==> config.mk <==
export PLATFORM = sky130hd
export DESIGN_NAME = div_recombine_flat
export DESIGN_NICKNAME = d
export VERILOG_FILES = /design/src/rtl/div_recombine_if.sv /design/src/rtl/div_recombine.sv /design/src/flat_wrapper.sv
export SDC_FILE = /design/constraint.sdc
export NUM_CORES = 2
export LEC_CHECK = 0
export CAP_MARGIN = 20
export CORE_UTILIZATION = 35
export DETAILED_ROUTE_END_ITERATION = 10
export HOLD_SLACK_MARGIN = 0.15
export PLACE_DENSITY = 0.64
export SLEW_MARGIN = 20
export SYNTH_ARGS = -nofsm -noshare
export SYNTH_HDL_FRONTEND = slang
export SYNTH_SLANG_ARGS = --single-unit
==> constraint.sdc <==
create_clock -name clk -period 6 [get_ports clk]
set_input_delay 1.2 -clock clk [delete_from_list [all_inputs] [get_ports clk]]
set_output_delay 1.2 -clock clk [all_outputs]
set_load 0.01 [all_outputs]
==> src/rtl/div_recombine_if.sv <==
// Operand/result bundle between the SRT divider's consumer side and div_recombine.
// Signal names follow the divider's vld_i/ready_o handshake so the two blocks line up.
interface div_recombine_if #(
  parameter int WIDTH = 64
);
  logic               vld_i;
  logic [WIDTH-1:0]   op1_i;
  logic [WIDTH-1:0]   op2_i;
  logic [WIDTH-1:0]   quo_i;
  logic [WIDTH-1:0]   rem_i;
  logic               ready_o;
  logic               vld_o;
  logic [2*WIDTH-1:0] prod_o;
  logic               ok_o;
  logic               rng_o;

  modport master (
    output vld_i, op1_i, op2_i, quo_i, rem_i,
    input  ready_o, vld_o, prod_o, ok_o, rng_o
  );

  modport slave (
    input  vld_i, op1_i, op2_i, quo_i, rem_i,
    output ready_o, vld_o, prod_o, ok_o, rng_o
  );
endinterface

==> src/rtl/div_recombine.sv <==
// Radix-4 sequential multiply-add rebuilding quo*op2 + rem from a divider result
// and checking it against the original dividend and divisor.
module div_recombine #(
  parameter int WIDTH = 64
) (
  input  logic           clk,
  input  logic           rstn,
  div_recombine_if.slave bus
);

  localparam int ITER = WIDTH / 2;
  localparam int CW   = $clog2(ITER + 1);
  localparam int PW   = 2 * WIDTH;

  typedef enum logic [1:0] {IDLE, BUSY, DONE} state_t;

  state_t           state;
  logic [WIDTH-1:0] op1_q;
  logic [WIDTH-1:0] op2_q;
  logic [WIDTH-1:0] rem_q;
  logic [WIDTH-1:0] quo_sh;
  logic             quo_ones_q;
  logic [CW-1:0]    cnt;
  logic [PW-1:0]    acc;
  logic [PW-1:0]    m1;
  logic [PW-1:0]    m3;
  logic [PW-1:0]    addend;
  logic [WIDTH+1:0] op2x3;
  logic             rng_next;
  logic             ok_next;

  assign op2x3 = {2'b00, bus.op2_i} + {1'b0, bus.op2_i, 1'b0};

  // m1/m3 are pre-shifted by 2k, so the digit only selects a multiple.
  // NOTE: every combinational output gets a default first so no path leaves it unassigned (no latch).
  always_comb begin
    addend = '0;
    case (quo_sh[1:0])
      2'd1:    addend = m1;
      2'd2:    addend = m1 << 1;
      2'd3:    addend = m3;
      default: addend = '0;
    endcase
  end

  // A zero divisor follows the divider's convention: quotient all ones, remainder = dividend.
  always_comb begin
    rng_next = 1'b0;
    ok_next  = 1'b0;
    if (op2_q != '0) begin
      rng_next = rem_q < op2_q;
      ok_next  = (acc == {{WIDTH{1'b0}}, op1_q}) && rng_next;
    end else begin
      rng_next = rem_q == op1_q;
      ok_next  = quo_ones_q && (rem_q == op1_q);
    end
  end

  // NOTE: sequential state uses non-blocking assignments so every flop samples pre-edge values.
  // NOTE: datapath registers are reset too; they are few and it keeps reset-time outputs defined.
  always_ff @(posedge clk or negedge rstn) begin
    if (!rstn) begin
      state       <= IDLE;
      op1_q       <= '0;
      op2_q       <= '0;
      rem_q       <= '0;
      quo_sh      <= '0;
      quo_ones_q  <= 1'b0;
      cnt         <= '0;
      acc         <= '0;
      m1          <= '0;
      m3          <= '0;
      bus.ready_o <= 1'b1;
      bus.vld_o   <= 1'b0;
      bus.prod_o  <= '0;
      bus.ok_o    <= 1'b0;
      bus.rng_o   <= 1'b0;
    end else begin
      case (state)
        IDLE: begin
          if (bus.vld_i) begin
            op1_q       <= bus.op1_i;
            op2_q       <= bus.op2_i;
            rem_q       <= bus.rem_i;
            quo_sh      <= bus.quo_i;
            quo_ones_q  <= &bus.quo_i;
            acc         <= {{WIDTH{1'b0}}, bus.rem_i};
            m1          <= {{WIDTH{1'b0}}, bus.op2_i};
            m3          <= {{(WIDTH-2){1'b0}}, op2x3};
            cnt         <= '0;
            bus.ready_o <= 1'b0;
            state       <= BUSY;
          end
        end
        BUSY: begin
          if (cnt == CW'(ITER)) begin
            bus.prod_o <= acc;
            bus.ok_o   <= ok_next;
            bus.rng_o  <= rng_next;
            bus.vld_o  <= 1'b1;
            state      <= DONE;
          end else begin
            acc    <= acc + addend;
            m1     <= m1 << 2;
            m3     <= m3 << 2;
            quo_sh <= quo_sh >> 2;
            cnt    <= cnt + CW'(1);
          end
        end
        DONE: begin
          bus.vld_o   <= 1'b0;
          bus.ready_o <= 1'b1;
          state       <= IDLE;
        end
        default: begin
          bus.vld_o   <= 1'b0;
          bus.ready_o <= 1'b1;
          state       <= IDLE;
        end
      endcase
    end
  end

endmodule

==> src/flat_wrapper.sv <==
// flat-port wrapper written by rule: the top's interface ports become plain ports
module div_recombine_flat 
#(
  parameter int WIDTH = 64
)
  (clk, rstn, bus_vld_i, bus_op1_i, bus_op2_i, bus_quo_i, bus_rem_i, bus_ready_o, bus_vld_o, bus_prod_o, bus_ok_o, bus_rng_o);
  div_recombine_if #(.WIDTH(WIDTH)) bus_i ();
  input  logic clk;
  input  logic rstn;
  input wire logic [$bits(bus_i.vld_i)-1:0] bus_vld_i;
  input wire logic [$bits(bus_i.op1_i)-1:0] bus_op1_i;
  input wire logic [$bits(bus_i.op2_i)-1:0] bus_op2_i;
  input wire logic [$bits(bus_i.quo_i)-1:0] bus_quo_i;
  input wire logic [$bits(bus_i.rem_i)-1:0] bus_rem_i;
  output wire logic [$bits(bus_i.ready_o)-1:0] bus_ready_o;
  output wire logic [$bits(bus_i.vld_o)-1:0] bus_vld_o;
  output wire logic [$bits(bus_i.prod_o)-1:0] bus_prod_o;
  output wire logic [$bits(bus_i.ok_o)-1:0] bus_ok_o;
  output wire logic [$bits(bus_i.rng_o)-1:0] bus_rng_o;
  assign bus_i.vld_i = bus_vld_i;
  assign bus_i.op1_i = bus_op1_i;
  assign bus_i.op2_i = bus_op2_i;
  assign bus_i.quo_i = bus_quo_i;
  assign bus_i.rem_i = bus_rem_i;
  assign bus_ready_o = bus_i.ready_o;
  assign bus_vld_o = bus_i.vld_o;
  assign bus_prod_o = bus_i.prod_o;
  assign bus_ok_o = bus_i.ok_o;
  assign bus_rng_o = bus_i.rng_o;
  div_recombine #(.WIDTH(WIDTH)) u_core (.clk(clk), .rstn(rstn), .bus(bus_i));
endmodule
After elaboration in Yosys (flattened, before gate mapping). Index checks and enable logic that the tools add are counted.

Latch bits: 0. Memory bits (read-only): 0. Output and inout bits: 132. Bits in writable memories: 0. Memories: 0. Register bits after elaboration: 781. Word-level logic and storage cells: 68. Bits of input ports: 259.

Order comparisons: 1. Div/mod/pow operators: 0. Multipliers: 0. Equality and inequality tests: 10. Reductions and logical operators: 12. Add/subtract/negate cells: 3. Shift operators: 0. Multiplexer cells: 25. Bitwise logic cells: 2.

Operator list (count): two-way mux 128 bit (6); one-hot mux 128 bit (2 select lines) (3); one-hot mux 128 bit (3 select lines) (1); adder 128 bit (1); == test 128 x 64 -> 1 bit (1); two-way mux 64 bit (2); one-hot mux 64 bit (2 select lines) (1); adder 64 x 65 -> 66 bit (1); == test 64 bit (1); less-than comparator 64 bit (1); AND reduction 64 bit (1); nonzero test 64 bit (1); two-way mux 6 bit (2); one-hot mux 6 bit (2 select lines) (1); AND reduction 2 bit (5); adder 6 x 1 -> 6 bit, second input constant (1); == test 6 bit, second input constant (1); == test 2 x 1 -> 1 bit, second input constant (2); == test 2 bit, second input constant (2); two-way mux 1 bit (4); two-way mux 2 bit (2); inequality test 2 bit, second input constant (2); one-hot mux 1 bit (2 select lines) (2); one-hot mux 2 bit (2 select lines) (1); other kinds (6) (8).

Logic depth before layout (Yosys ltp).
Word-level depth: 5. Mapped depth: 19. Gate-level depth less buffers: 15.

Worst setup path before layout. Ideal clock, no wire load.

Path type: reg2reg. From: register u_core.quo_sh[1]. To: register u_core.acc[86]. Data required time: 5871 ps. Stages on the path, launching flop included: 18. Library setup time: 129 ps. Path buffers: 2. Clock period less this slack: 4465 ps. Path slack: 1535 ps. Arrival: 4336 ps. Cells stage by stage: dfrtp_1 clkbuf_1 clkbuf_1 mux2_2 a22o_1 fa_1 a211oi_1 o21ai_0 a21oi_1 a31o_2 a211oi_1 a311oi_2 o21ai_1 a211o_1 a21bo_2 a21oi_1 xnor2_1 o21ai_1.

Cells in the longest elaborated chain, start to end: 5. Elaborated cells between the ends (all ways): 7. Classes of those cells: 1 x add/sub; 3 x eq/ne; 3 x mux.

Ends and longest elaborated chain: start, declared (line div_recombine.sv:21) `logic [WIDTH-1:0] quo_sh;`; start signal, assigned (line div_recombine.sv:85) `quo_sh <= bus.quo_i;`; start signal, assigned (line div_recombine.sv:106) `quo_sh <= quo_sh >> 2;`; == test 2 bit / == test 2 x 1 -> 1 bit (equally long branches) (line div_recombine.sv:38) `case (quo_sh[1:0])`; one-hot mux 128 bit (3 select lines) * (line div_recombine.sv:38); adder 128 bit * (line div_recombine.sv:103) `acc <= acc + addend;`; two-way mux 128 bit * (line div_recombine.sv:96) `if (cnt == CW'(ITER)) begin`; one-hot mux 128 bit (2 select lines) * (line div_recombine.sv:79) `case (state)`; end signal, assigned (line div_recombine.sv:87) `acc <= {{WIDTH{1'b0}}, bus.rem_i};`; end signal, assigned (line div_recombine.sv:103); end, declared (line div_recombine.sv:24) `logic [PW-1:0] acc;`.

Mark *: on every way between the ends. The rest lies on a longest branch, timed or not. The select of a mux whose other input is x is not followed. A chain may end at the register's enable or synchronous reset.

Final worst setup path.
From: register u_core.quo_sh[1]. To: register u_core.acc[123].

The elaborated chain is that of the path after synthesis.

==> reports/qor.csv <==
stage,metric,value,unit
run_status,status,"complete, no violations",
final_layout,layout_common_cells,"1666 x nand2_1, 777 x dfrtp_1, 451 x o21ai_0",
place,dp_cells,7759,
logic_synthesis,synth.distinct_cells,84,
timing,tightest_slew,1.187,ns
clock_network,clk_pin_slew_worst_paths,0.06,ns
die,row_count,135,
flow_run,maxCapViolations,0,
setup_path,crit_path_start_kind,register,
die,die_w,373.3,um
drt,via_count,45130,
clock_network,hold_buffers,0,
timing,post-route-period-util,0.9240,
clock_network,clock_path_buffers,3,
drt,avgRoutedWirePerCell,23.81,um
power_and_ir_drop,power.leakage,25.78,nW
place,dp_hpwl,145.4,mm
final_layout,final_core_util,0.4187,
setup_path,crit_fanout,77,
timing,max_freq,180.4,MHz
logic_synthesis,synthArstFlopShare,1.000,
final_layout,final_common_cell,nand2_1,
die,io_pins,391,
timing,hold_violations,0,
drt,viasPerCell,5.688,
setup_path,critPathCaptureType,register,
hold_path,hold_class,reg -> reg,
final_layout,syn_to_final_growth,18.13,%
die,start_util,0.3544,
power_and_ir_drop,irDropWorstVdd,347.2,uV
logic_synthesis,syn_nets,6396,
setup_path,arrival,6.13,ns
timing,slew_headroom,0.2013,
timing,setup_tns,0,ns
power_and_ir_drop,power,39.97,mW
drt,drc_errors,0,
drt,ant_nets,0,
timing,period_minus_slack,5.544,ns
clock_network,cts-htree-levels,3,
logic_synthesis,syn_avg_cell_area,8.208,um^2
clock_network,clkSinkCount,780,
logic_synthesis,ys.flop_type,dfrtp_1,
drt,finalWirelength,188.9,mm
drt,drt-pass1-iter-count,6,
power_and_ir_drop,p_per_area,701.3,nW/um^2
setup_path,path_cells,buf_12 -> mux2_2 -> a22o_1 -> ha_1 -> nand4_1 -> nor3_1 -> nand3_1 -> nor2_1 -> o21ai_0 -> and3b_1 -> nor4_1 -> nor4_1 -> o21a_1 -> o21ai_1 -> mux2i_1 -> nand3_1,
final_layout,num-nets-final,6590,
logic_synthesis,synth_cells,5878,
logic_synthesis,synth_seq_cells,780,
logic_synthesis,synth_edf_count,0,
final_layout,layout.cells.non_filler,7934,
die,dieArea,139300,um^2
timing,skew,0.04739,ns
die,core_area,136100,um^2
global_routing,grt_usage,0.2652,
global_routing,antenna_found_initial,26,
place,globalplace.congestion,1.029,
final_layout,layout-drive-gt1-share,0.06380,
timing,finalSetupViolations,0,
clock_network,clockRootBuffer,clkbuf_16,
timing,finalMaxSlewViolations,0,
drt,dr.first_iter.drc_count,5533,
global_routing,grt-ovfl-total,0,
setup_path,max_stage_delay,0.66,ns
clock_network,clk_latency,0.74,ns
timing,worst_hold_slack,0.4713,ns
timing,rsz0062_at_grt,false,
setup_path,crit_slowest_cell,dfrtp_4,
clock_network,cts_buffers,92,
logic_synthesis,seq_area_frac_synth,0.4046,
global_routing,grt_pass1_vias,42610,
place,port_buffers,390,
clock_network,cts_tree,done,
global_routing,grt_pass1_wl,281.0,mm
setup_path,crit_type,reg -> reg,
clock_network,postCtsSetupBuffers,0,
setup_path,crit_required,6.58,ns
logic_synthesis,ys_warn_count,0,
clock_network,cts-resized-gates,0,
logic_synthesis,syn_area,48250,um^2
die,die_h,373.3,um
global_routing,grt_max_degree,235,
-- per-layer routing --
layer	wire length (um)	global-route usage
met3	16430	0.05012
met4	6330	0.09387
met2	75750	0.3658
met1	90220	0.4054
met5	202	0
-- cells in the mapped netlist (23+ instances only) --
cell,count,area (um^2)
nand2b_1,23,143.9
mux2_2,127,1430
ha_1,257,3216
a31oi_1,87,544.3
nor2_1,267,1002
a21oi_1,357,1787
o21ai_0,451,2257
o211ai_1,61,457.9
o21bai_1,60,450.4
nand2_1,1667,6257
nor3_1,45,225.2
a22o_1,133,1165
nand3_1,124,620.6
a21o_1,125,938.4
nor4_1,62,387.9
clkbuf_1,330,1239
nand4_1,153,957.2
xor2_1,119,1042
nor2b_1,25,156.4
dfrtp_1,779,19490
inv_1,136,510.5
xnor2_1,177,1550
-- critical path: cells and delay by family (launching register included) --
family,cells,cell delay [ns]
AO/OA/AOI/OAI,4,1.08
adder cells (fa/ha/maj),1,0.50
buffers and inverters,1,0.40
flip-flops,1,0.66
multiplexers,2,0.62
AND/OR/NAND/NOR,8,2.10
-- final timing paths --
| check | startpoint | to | slack, ns | cells past startpoint |
|---|---|---|---|---|
| worst max-delay path | u_core.quo_sh[1]$_DFFE_PN0P_ | u_core.acc[123]$_DFFE_PN0P_ | 0.46 | 16 |
| worst min-delay path | u_core.bus.prod_o[56]$_DFFE_PN0P_ | u_core.bus.prod_o[56]$_DFFE_PN0P_ | 0.47 | 2 |
| worst max register to register | u_core.quo_sh[1]$_DFFE_PN0P_ | u_core.acc[123]$_DFFE_PN0P_ | 0.46 | 16 |
| worst min register to register | u_core.bus.prod_o[56]$_DFFE_PN0P_ | u_core.bus.prod_o[56]$_DFFE_PN0P_ | 0.47 | 2 |
| max in group asynchronous | rstn | u_core.quo_sh[1]$_DFFE_PN0P_ | 3.98 | 2 |
| min in group asynchronous | rstn | u_core.m3[13]$_DFFE_PN0P_ | 0.50 | 1 |
-- final cells by class --
cell class / instances / area (um^2)
Antenna cell: 9 / 22.52
Clock buffer: 130 / 2635
Clock inverter: 36 / 589.3
Fill cell: 13530 / 79150
Inverter: 138 / 525.5
Multi-Input combinational cell: 4601 / 26900
Sequential cell: 780 / 19530
Tap cell: 1781 / 2228
Timing Repair Buffer: 459 / 4568
-- power breakdown --
group / leakage [nW] / internal (mW) / switching, mW
Clock: 1.55 / 3.53 / 2.48
Sequential: 9.74 / 7.90 / 3.53
Combinational: 14.5 / 8.77 / 13.8
-- metrics by stage --
stage	cell area (um^2)	setup slack (ns)
floorplan	48250	1.535
global placement	53740	0.5688
detailed placement	53740	0.5799
CTS	56960	0.5426
global route	56990	0.1455
finish	57000	0.4560
-- sequential cells by signal, indices dropped and copies added (netlist names) --
signal,flops
u_core.op1_q,64
u_core.op2_q,64
u_core.bus.prod_o,128
u_core.rem_q,64
u_core.quo_ones_q,1
u_core.bus.ok_o,1
u_core.m1,127
u_core.state,2
u_core.quo_sh,64
u_core.bus.ready_o,1
u_core.bus.vld_o,1
u_core.acc,128
u_core.m3,128
u_core.bus.rng_o,1
u_core.cnt,6
-- logic make-up after synthesis --
family,Yosys count,share of synthesized area
XOR/XNOR,296,0.05373
multiplexers,132,0.03068
adder cells (fa/ha/maj),259,0.06748
AO/OA/AOI/OAI,1463,0.1900
buffers and inverters,497,0.03931
AND/OR/NAND/NOR,2451,0.2143
flip-flops,780,0.4046
Power figures use the tool's default switching activity.
